<file path="src/rtl/fsync_serial_tx_if.sv">
// AXI-Stream sample channel feeding the frame-sync serial transmitter.
interface fsync_serial_tx_if #(
  parameter int DW = 24
);
  logic          tvalid;
  logic          tready;
  logic [DW-1:0] tdata;

  modport master (output tvalid, output tdata, input tready);
  modport slave  (input tvalid, input tdata, output tready);
endinterface

</file>
<file path="src/rtl/fsync_serial_tx.sv">
// Frame-sync serial transmitter: emulates a master-mode ADC data port (sck/fsync/dout, MSB-first).
// Optional macro FSYNC_TX_FRAME_CNT_EN appends an 8-bit frame counter after the sample bits.
//
// state | meaning
// IDLE  | outputs low, waiting for en
// LOAD  | one cycle: take a sample (or reuse the held one), tready high
// SHIFT | frames back-to-back; reload or stop at each frame boundary
module fsync_serial_tx #(
  parameter int DW        = 24,
  parameter int FRAME_SCK = 32,
  parameter int SCK_HALF  = 2
) (
  input  logic                clk,
  input  logic                rst_n,
  input  logic                en,
  fsync_serial_tx_if.slave    s_axis,
  output logic                sck,
  output logic                fsync,
  output logic                dout,
  output logic [15:0]         underrun_cnt,
  output logic                busy
);

  localparam int DIV_W = (2 * SCK_HALF > 1) ? $clog2(2 * SCK_HALF) : 1;
  localparam int BIT_W = (FRAME_SCK > 1) ? $clog2(FRAME_SCK) : 1;
  localparam logic [DIV_W-1:0] DIV_LAST = DIV_W'(2 * SCK_HALF - 1);
  localparam logic [DIV_W-1:0] DIV_HALF = DIV_W'(SCK_HALF);
  localparam logic [BIT_W-1:0] BIT_LAST = BIT_W'(FRAME_SCK - 1);

  typedef enum logic [1:0] {IDLE, LOAD, SHIFT} state_t;

  state_t                 state, state_nxt;
  logic [DIV_W-1:0]       div_cnt, div_nxt;
  logic [BIT_W-1:0]       bit_cnt, bit_nxt;
  logic [FRAME_SCK-1:0]   shreg;
  logic [FRAME_SCK-1:0]   frame_word;
  logic [DW-1:0]          held;
  logic [DW-1:0]          sample_sel;
  logic                   load;
  logic                   wrap;

`ifdef FSYNC_TX_FRAME_CNT_EN
  logic [7:0] frame_cnt;
  logic [7:0] fcnt_sel;
  // A reload at a boundary carries the number of the frame that starts now.
  assign fcnt_sel = (state == SHIFT) ? frame_cnt + 8'd1 : frame_cnt;
`endif

  always_comb begin
    state_nxt = state;
    div_nxt   = div_cnt;
    bit_nxt   = bit_cnt;
    load      = 1'b0;
    wrap      = 1'b0;
    case (state)
      IDLE: if (en) state_nxt = LOAD;
      LOAD: begin
        load      = 1'b1;
        state_nxt = SHIFT;
        div_nxt   = '0;
        bit_nxt   = '0;
      end
      SHIFT: begin
        if (div_cnt == DIV_LAST) begin
          div_nxt = '0;
          wrap    = 1'b1;
          if (bit_cnt == BIT_LAST) begin
            bit_nxt = '0;
            if (en) load = 1'b1;
            else    state_nxt = IDLE;
          end else begin
            bit_nxt = bit_cnt + BIT_W'(1);
          end
        end else begin
          div_nxt = div_cnt + DIV_W'(1);
        end
      end
      default: state_nxt = IDLE;
    endcase
  end

  assign sample_sel = s_axis.tvalid ? s_axis.tdata : held;

  always_comb begin
    frame_word = '0;
    frame_word[FRAME_SCK-1 -: DW] = sample_sel;
`ifdef FSYNC_TX_FRAME_CNT_EN
    frame_word[FRAME_SCK-1-DW -: 8] = fcnt_sel;
`endif
  end

  assign s_axis.tready = rst_n & load;
  assign busy          = rst_n & (state != IDLE);

  always_ff @(posedge clk) begin
    if (!rst_n) begin
      state        <= IDLE;
      div_cnt      <= '0;
      bit_cnt      <= '0;
      shreg        <= '0;
      held         <= '0;
      sck          <= 1'b0;
      fsync        <= 1'b0;
      dout         <= 1'b0;
      underrun_cnt <= '0;
    end else begin
      state   <= state_nxt;
      div_cnt <= div_nxt;
      bit_cnt <= bit_nxt;
      sck     <= (state_nxt == SHIFT) && (div_nxt >= DIV_HALF);
      if (load) begin
        shreg <= frame_word << 1;
        dout  <= frame_word[FRAME_SCK-1];
        fsync <= 1'b1;
        if (s_axis.tvalid) held <= s_axis.tdata;
        else if (underrun_cnt != 16'hFFFF) underrun_cnt <= underrun_cnt + 16'd1;
      end else if (wrap) begin
        fsync <= 1'b0;
        if (state_nxt == IDLE) begin
          dout <= 1'b0;
        end else begin
          dout  <= shreg[FRAME_SCK-1];
          shreg <= shreg << 1;
        end
      end
    end
  end

`ifdef FSYNC_TX_FRAME_CNT_EN
  always_ff @(posedge clk) begin
    if (!rst_n) frame_cnt <= '0;
    else if (wrap && bit_cnt == BIT_LAST) frame_cnt <= frame_cnt + 8'd1;
  end
`endif

endmodule

</file>
<file path="src/flat_wrapper.sv">
// flat-port wrapper written by rule: the top's interface ports become plain ports
module fsync_serial_tx_flat 
#(
  parameter int DW        = 24,
  parameter int FRAME_SCK = 32,
  parameter int SCK_HALF  = 2
)
  (clk, rst_n, en, sck, fsync, dout, underrun_cnt, busy, s_axis_tvalid, s_axis_tdata, s_axis_tready);
  fsync_serial_tx_if #(.DW(DW)) s_axis_i ();
  input  logic clk;
  input  logic rst_n;
  input  logic en;
  output logic sck;
  output logic fsync;
  output logic dout;
  output logic [15:0] underrun_cnt;
  output logic busy;
  input wire logic [$bits(s_axis_i.tvalid)-1:0] s_axis_tvalid;
  input wire logic [$bits(s_axis_i.tdata)-1:0] s_axis_tdata;
  output wire logic [$bits(s_axis_i.tready)-1:0] s_axis_tready;
  assign s_axis_i.tvalid = s_axis_tvalid;
  assign s_axis_i.tdata = s_axis_tdata;
  assign s_axis_tready = s_axis_i.tready;
  fsync_serial_tx #(.DW(DW), .FRAME_SCK(FRAME_SCK), .SCK_HALF(SCK_HALF)) u_core (.clk(clk), .rst_n(rst_n), .en(en), .s_axis(s_axis_i), .sck(sck), .fsync(fsync), .dout(dout), .underrun_cnt(underrun_cnt), .busy(busy));
endmodule
</file>
<file path="config.mk">
export PLATFORM = sky130hd
export DESIGN_NAME = fsync_serial_tx_flat
export DESIGN_NICKNAME = d
export VERILOG_FILES = /design/src/rtl/fsync_serial_tx_if.sv /design/src/rtl/fsync_serial_tx.sv /design/src/flat_wrapper.sv
export SDC_FILE = /design/constraint.sdc
export NUM_CORES = 1
export LEC_CHECK = 0
export ABC_AREA = 0
export CORE_MARGIN = 3
export CORE_UTILIZATION = 49
export CTS_CLUSTER_SIZE = 28
export DETAILED_ROUTE_END_ITERATION = 7
export HOLD_SLACK_MARGIN = 0.03
export PLACE_DENSITY_LB_ADDON = 0.08
export SLEW_MARGIN = 20
export SYNTH_ARGS = -nofsm -noshare
export SYNTH_HDL_FRONTEND = slang
export SYNTH_SLANG_ARGS = --single-unit
</file>
<file path="constraint.sdc">
create_clock -name clk -period 2.3 [get_ports clk]
set_input_delay 0.345 -clock clk [delete_from_list [all_inputs] [get_ports clk]]
set_output_delay 0.345 -clock clk [all_outputs]
set_load 0.005 [all_outputs]
</file>
Yosys cells after proc, flatten, opt, wreduce, memory -nomap -nowiden
Index checks and enable logic that the tools add are counted.
- $add $sub $neg: 3
- $mul: 0
- div/mod/pow operators: 0
- magnitude comparators: 1
- eq/ne operators: 8
- shift-type cells: 0
- muxes and demuxes: 25
- bitwise logic cells: 3
- reduce and logical (&&, ||, !) cells: 9
- operators by type and width (cell ; count):
    two-way mux 32 bit ; 3
    two-way mux 24 bit ; 1
    adder 16 x 1 -> 16 bit, second input constant ; 1
    inequality test 16 bit, second input constant ; 1
    two-way mux 1 bit ; 10
    two-way mux 2 bit ; 5
    two-way mux 5 bit ; 2
    one-hot mux 5 bit (2 select lines) ; 1
    equality test 2 bit, second input constant ; 3
    one-hot mux 2 bit (3 select lines) ; 1
    nonzero test 2 bit ; 3
    adder 5 x 1 -> 5 bit, second input constant ; 1
    equality test 5 bit, second input constant ; 1
    zero test 2 bit ; 2
    inequality test 2 x 1 -> 1 bit, second input constant ; 2
    one-hot mux 2 bit (2 select lines) ; 1
    AND reduction 2 bit ; 2
    AND reduction 3 bit ; 1
    adder 2 x 1 -> 2 bit, second input constant ; 1
    bitwise AND 1 bit ; 2
    equality test 2 x 1 -> 1 bit, second input constant ; 1
    >= comparator 2 bit, second input constant ; 1
    one-hot mux 1 bit (2 select lines) ; 1
    logical AND 1 bit ; 1
    inverter 1 bit ; 1
- register bits after elaboration: 75
- bits in latches: 0
- memory bits (writable): 0
- ROM bits: 0
- input port bits: 28
- output and inout port bits: 21
- word-level logic and storage cells: 58
- memories: 0

Logic depth before layout (Yosys ltp)
- depth in word-level cells: 8
- depth in mapped cells: 9
- gate-level depth less buffers: 8

Least setup slack after synthesis
No wires, ideal clock.
- path type: register to output
- start point: register u_core.bit_cnt[0]
- end point: output port s_axis_tready
- data arrival time: 1916 ps
- required time: 1955 ps
- slack: 39 ps
- stages on the path, launching flop included: 9
- path buffers: 2
- cells stage by stage: dfxtp_1 ha_1 and3_1 ha_1 a41o_1 nand2_1 clkbuf_1 clkbuf_1 nor2_1
- word-level cells in the longest chain between the ends: 5
- ends and longest elaborated chain (what ; RTL line ; text):
    start, declared ; fsync_serial_tx.sv:34 ; logic [BIT_W-1:0] bit_cnt, bit_nxt;
    start signal, assigned ; fsync_serial_tx.sv:109 ; bit_cnt <= bit_nxt;
    equality test 5 bit ; fsync_serial_tx.sv:67 ; if (bit_cnt == BIT_LAST) begin
    two-way mux 1 bit ; fsync_serial_tx.sv:67 ;
    two-way mux 1 bit ; fsync_serial_tx.sv:64 ; if (div_cnt == DIV_LAST) begin
    one-hot mux 1 bit (2 select lines) ; fsync_serial_tx.sv:55 ; case (state)
    bitwise AND 1 bit ; fsync_serial_tx.sv:92 ; assign s_axis.tready = rst_n & load;
    end, declared ; flat_wrapper.sv:20 ; output wire logic [$bits(s_axis_i.tready)-1:0] s_axis_tready;
Every way passes these cells.

Worst setup path in the final report
- start point: register u_core.bit_cnt[0]
- end point: register u_core.shreg[24]
- word-level cells in the longest chain between the ends: 7
- elaborated cells between the ends (all ways): 12
- classes of those cells: eq/ne (2); mux (7); reduce/logical (3)
- ends and longest elaborated chain (what ; RTL line ; text):
    equality test 5 bit * ; fsync_serial_tx.sv:67 ;
    two-way mux 2 bit ; fsync_serial_tx.sv:67 ;
    two-way mux 2 bit ; fsync_serial_tx.sv:64 ;
    one-hot mux 2 bit (3 select lines) ; fsync_serial_tx.sv:55 ;
    zero test 2 bit ; fsync_serial_tx.sv:119 ; if (state_nxt == IDLE) begin
    inequality test 2 x 1 -> 1 bit (no line) ; - ;
    AND reduction 2 bit (no line) ; - ;
    end signal, assigned ; fsync_serial_tx.sv:112 ; shreg <= frame_word << 1;
    end signal, assigned ; fsync_serial_tx.sv:123 ; shreg <= shreg << 1;
    end, declared ; fsync_serial_tx.sv:35 ; logic [FRAME_SCK-1:0] shreg;
Every way passes the cells marked *; elsewhere a longest branch is shown, timed or not.
A chain may end at the register's enable or synchronous reset.

==> results.tsv <==
stage	metric	value	unit
outcome	status	complete, no violations	
clock_network	clk_path_buf_depth	2	
yosys	ys_seq_elements	75	
placement	hpwl	5.091	mm
clock_network	cts_tree	done	
grt	use_met2	29.43	%
yosys	netlist.area_leader.share	43.42	%
power_and_ir_drop	finalPower	0.003069	W
yosys	ys_types	46	
floorplanning	initial_core_util	52.37	%
flow_run	maxCapViolCount	0	
grt	grt_pass1_wl	12.95	mm
floorplanning	die_x	90.01	um
power_and_ir_drop	power.leakage	1.804	nW
clock_network	cts.sinks	75	
placement	place_congestion	0.7946	
grt	track_usage	19.13	%
clock_network	cts-root-buf	clkbuf_8	
floorplanning	die_area	8102	um^2
worst_setup_path	critPathArrivalTime	2.48	ns
timing	finalHoldViolations	0	
timing	grt_setup_unrepaired	true	
yosys	synth_compound_area_share	14.25	%
floorplanning	rows	29	
worst_setup_path	cp-start-kind	register	
clock_network	clkTransAtPathRegs	0.08	ns
routing	postRouteAntennaNets	0	
yosys	synth.largest_area_cell	dfxtp_1	
routing	wirelength	7.801	mm
timing	max_freq	0.4427	GHz
yosys	synth_top_family_by_area	simple AND/OR/NAND/NOR gates	
yosys	synth-seq-area-share	43.42	%
timing	finalSetupViolations	0	
worst_setup_path	crit_required	2.52	ns
timing	fin_crit	2.259	ns
worst_hold_path	hold_path.class	register to register	
grt	grt_use_met1	26.43	%
timing	period_share	98.21	%
layout	num_antenna_cells	0	
yosys	syn-cell-area	3458	um^2
grt	grt_pass1_vias	2761	
grt	gr-usage-met3	3.422	%
yosys	yosys.area_share.xor_xnor	2.026	%
yosys	synth-simple-area-share	17.91	%
routing	first_iter_violations	92	
timing	tightest_slew	0.6137	ns
routing	routedWlPerCell	14.29	um
power_and_ir_drop	peakVddDrop	0.0004243	V
routing	vias	2894	
grt	grt_max_degree	47	
floorplanning	coreArea	6604	um^2
clock_network	htreeDepth	3	
timing	slew_violations	0	
clock_network	clk_latency	0.34	ns
placement	port-buffer-count	48	
layout	synthToLayoutAreaGrowth	30.72	%
worst_setup_path	cp_max_fo	12	
yosys	syn_avg_cell_area	8.959	um^2
placement	placed_cells	524	
layout	nets	484	
floorplanning	die_h	90.01	um
clock_network	hold_buffers	0	
routing	drc	0	
timing	skew	0.005308	ns
yosys	yosysWarnings	0	
routing	avgViaCountPerCell	5.300	
worst_setup_path	endpoint_kind	register	
yosys	synthAdderAreaFrac	2.894	%
grt	antenna_found_initial	0	
worst_setup_path	crit_type	register to register	
yosys	synthMuxAreaShare	15.56	%
routing	drt_first_pass_iters	4	
layout	drive_gt1_share	18.10	%
timing	relSlewSlack	58.86	%
yosys	synth_area_leaders	dfxtp_1 (43%), mux2i_1 (8.4%), mux2_2 (7.2%)	
floorplanning	ioPinCount	49	
grt	busiest_layer	met2	
grt	grt_overflow	0	
clock_network	cts_made_buffers	9	
yosys	synthCells	386	
layout	layoutNonFillerInstCount	546	
power_and_ir_drop	cellPowerDensity	678.9	nW/um^2
yosys	syn_nets	422	
[cells in the final DEF (no fill, tap or decap), types with 2 or more instances in the layout]
cell	count
or3_1	3
nand2b_1	5
bufinv_16	3
nand4_1	2
dfxtp_2	2
mux2i_1	28
nor2_1	57
clkdlybuf4s50_1	47
nand2_1	23
or2_2	2
clkbuf_8	10
and2_1	2
buf_12	2
ha_4	2
ha_1	6
a2111oi_0	2
nand3_1	17
nor2b_1	2
nor3_1	4
a21oi_1	40
dfxtp_1	73
o21ai_0	26
a32oi_1	2
buf_4	21
clkbuf_16	2
xnor2_1	7
inv_1	8
mux2_2	22
a311oi_1	2
[registers in the layout (all words and copies together), names as in the netlist]
signal	count
u_core.state	2
u_core.sck	1
u_core.bit_cnt	5
u_core.shreg	23
u_core.fsync	1
u_core.div_cnt	2
u_core.held	24
u_core.underrun_cnt	16
u_core.dout	1
[worst max-delay path: stages (launching register included)]
cell and delay [ns]:
dfxtp_2 0.34, ha_4 0.16, and3_4 0.18, ha_4 0.16, and3b_2 0.24, a221oi_4 0.35
o311ai_4 0.15, buf_12 0.16, clkbuf_16 0.17, mux2i_1 0.15, a21oi_1 0.08
[layer usage]
metal	wire, um	vias up
li1	-	1489
met1	3884	1346
met2	3554	51
met3	261	8
met4	100	0
met5	0	-
[synthesized netlist by cell type, drive strengths merged]
library cell / instances
nand3b: 1
and4: 1
o211a: 1
a211oi: 1
o311ai: 1
or3b: 2
nor4b: 1
a2111oi: 2
or2: 2
dfxtp: 75
inv: 8
mux2i: 29
xnor2: 7
nor4: 2
nor3: 5
nand2: 24
a221oi: 1
and3: 2
a21oi: 40
or4b: 1
xor2: 1
o21bai: 1
nor2b: 2
and2: 2
nor3b: 1
a32oi: 2
nand4: 2
or3: 3
clkbuf: 17
nand3: 17
buf: 5
a31oi: 1
a311oi: 2
mux2: 22
nor2: 57
ha: 8
and3b: 1
nand2b: 5
o21a: 1
a41o: 1
a311o: 1
o21ai: 28
[final cells by class]
class,count,area (um^2)
clock inverter,6,111.4
sequential,75,1504
tap,93,116.4
multi-input combinational,281,1893
clock buffer,10,137.6
timing repair buffer,73,728.2
inverter,8,30.03
fill,581,2083
[worst paths after layout]
check / from / to / slack (ns) / cells after the start
min: u_core.held[23]$_SDFFE_PN0P_ / u_core.held[23]$_SDFFE_PN0P_ / 0.46 / 2
max reg2reg: u_core.bit_cnt[0]$_SDFFE_PN0P_ / u_core.shreg[24]$_SDFFE_PN0P_ / 0.04 / 10
max: u_core.bit_cnt[0]$_SDFFE_PN0P_ / u_core.shreg[24]$_SDFFE_PN0P_ / 0.04 / 10
min reg2reg: u_core.held[23]$_SDFFE_PN0P_ / u_core.held[23]$_SDFFE_PN0P_ / 0.46 / 2
[logic make-up (layout without fill, tap and decap cells)]
family | Yosys count | in the layout
adder cells (fa/ha/maj) | 8 | 8
XOR/XNOR | 8 | 8
buffers and inverters | 30 | 97
multiplexers | 51 | 51
AO/OA/AOI/OAI | 83 | 83
flip-flops | 75 | 75
AND/OR/NAND/NOR | 131 | 131
[per-stage QoR]
| step | setup slack (ns) | cell area, um^2 | utilization, % | hold WS (ns) | TNS (ns) |
|---|---|---|---|---|---|
| 6_report | 0.04108 | 4521 | 68.45 | 0.4573 | 0 |
| 5_1_grt | -0.03215 | 4521 | 68.45 | 0.4835 | -0.4466 |
| 4_1_cts | 0.006719 | 4373 | 66.22 | 0.4581 | 0 |
| 3_5_place_dp | 0.01349 | 4104 | 62.14 | 0.4476 | 0 |
| 3_3_place_gp | 0.07971 | 4104 | 62.14 | 0.4393 | 0 |
| 2_1_floorplan | 0.03874 | 3458 | - | 0.4338 | 0 |
[power by group]
part	total (W)	switching (W)	internal, W
combinational	0.000404	0.000200	0.000203
clock	0.00125	0.000501	0.000752
sequential	0.00141	0.0000407	0.00137
total	0.00307	0.000742	0.00233
[repair_timing]
action	in CTS	in global routing
setup buffers	1	3
pin swaps	4	8
setup endpoints to repair	2	30
resized for setup	3	16
gates cloned	0	2
endpoints found under the hold margin	0	0
(Power assumes the default switching activity.)
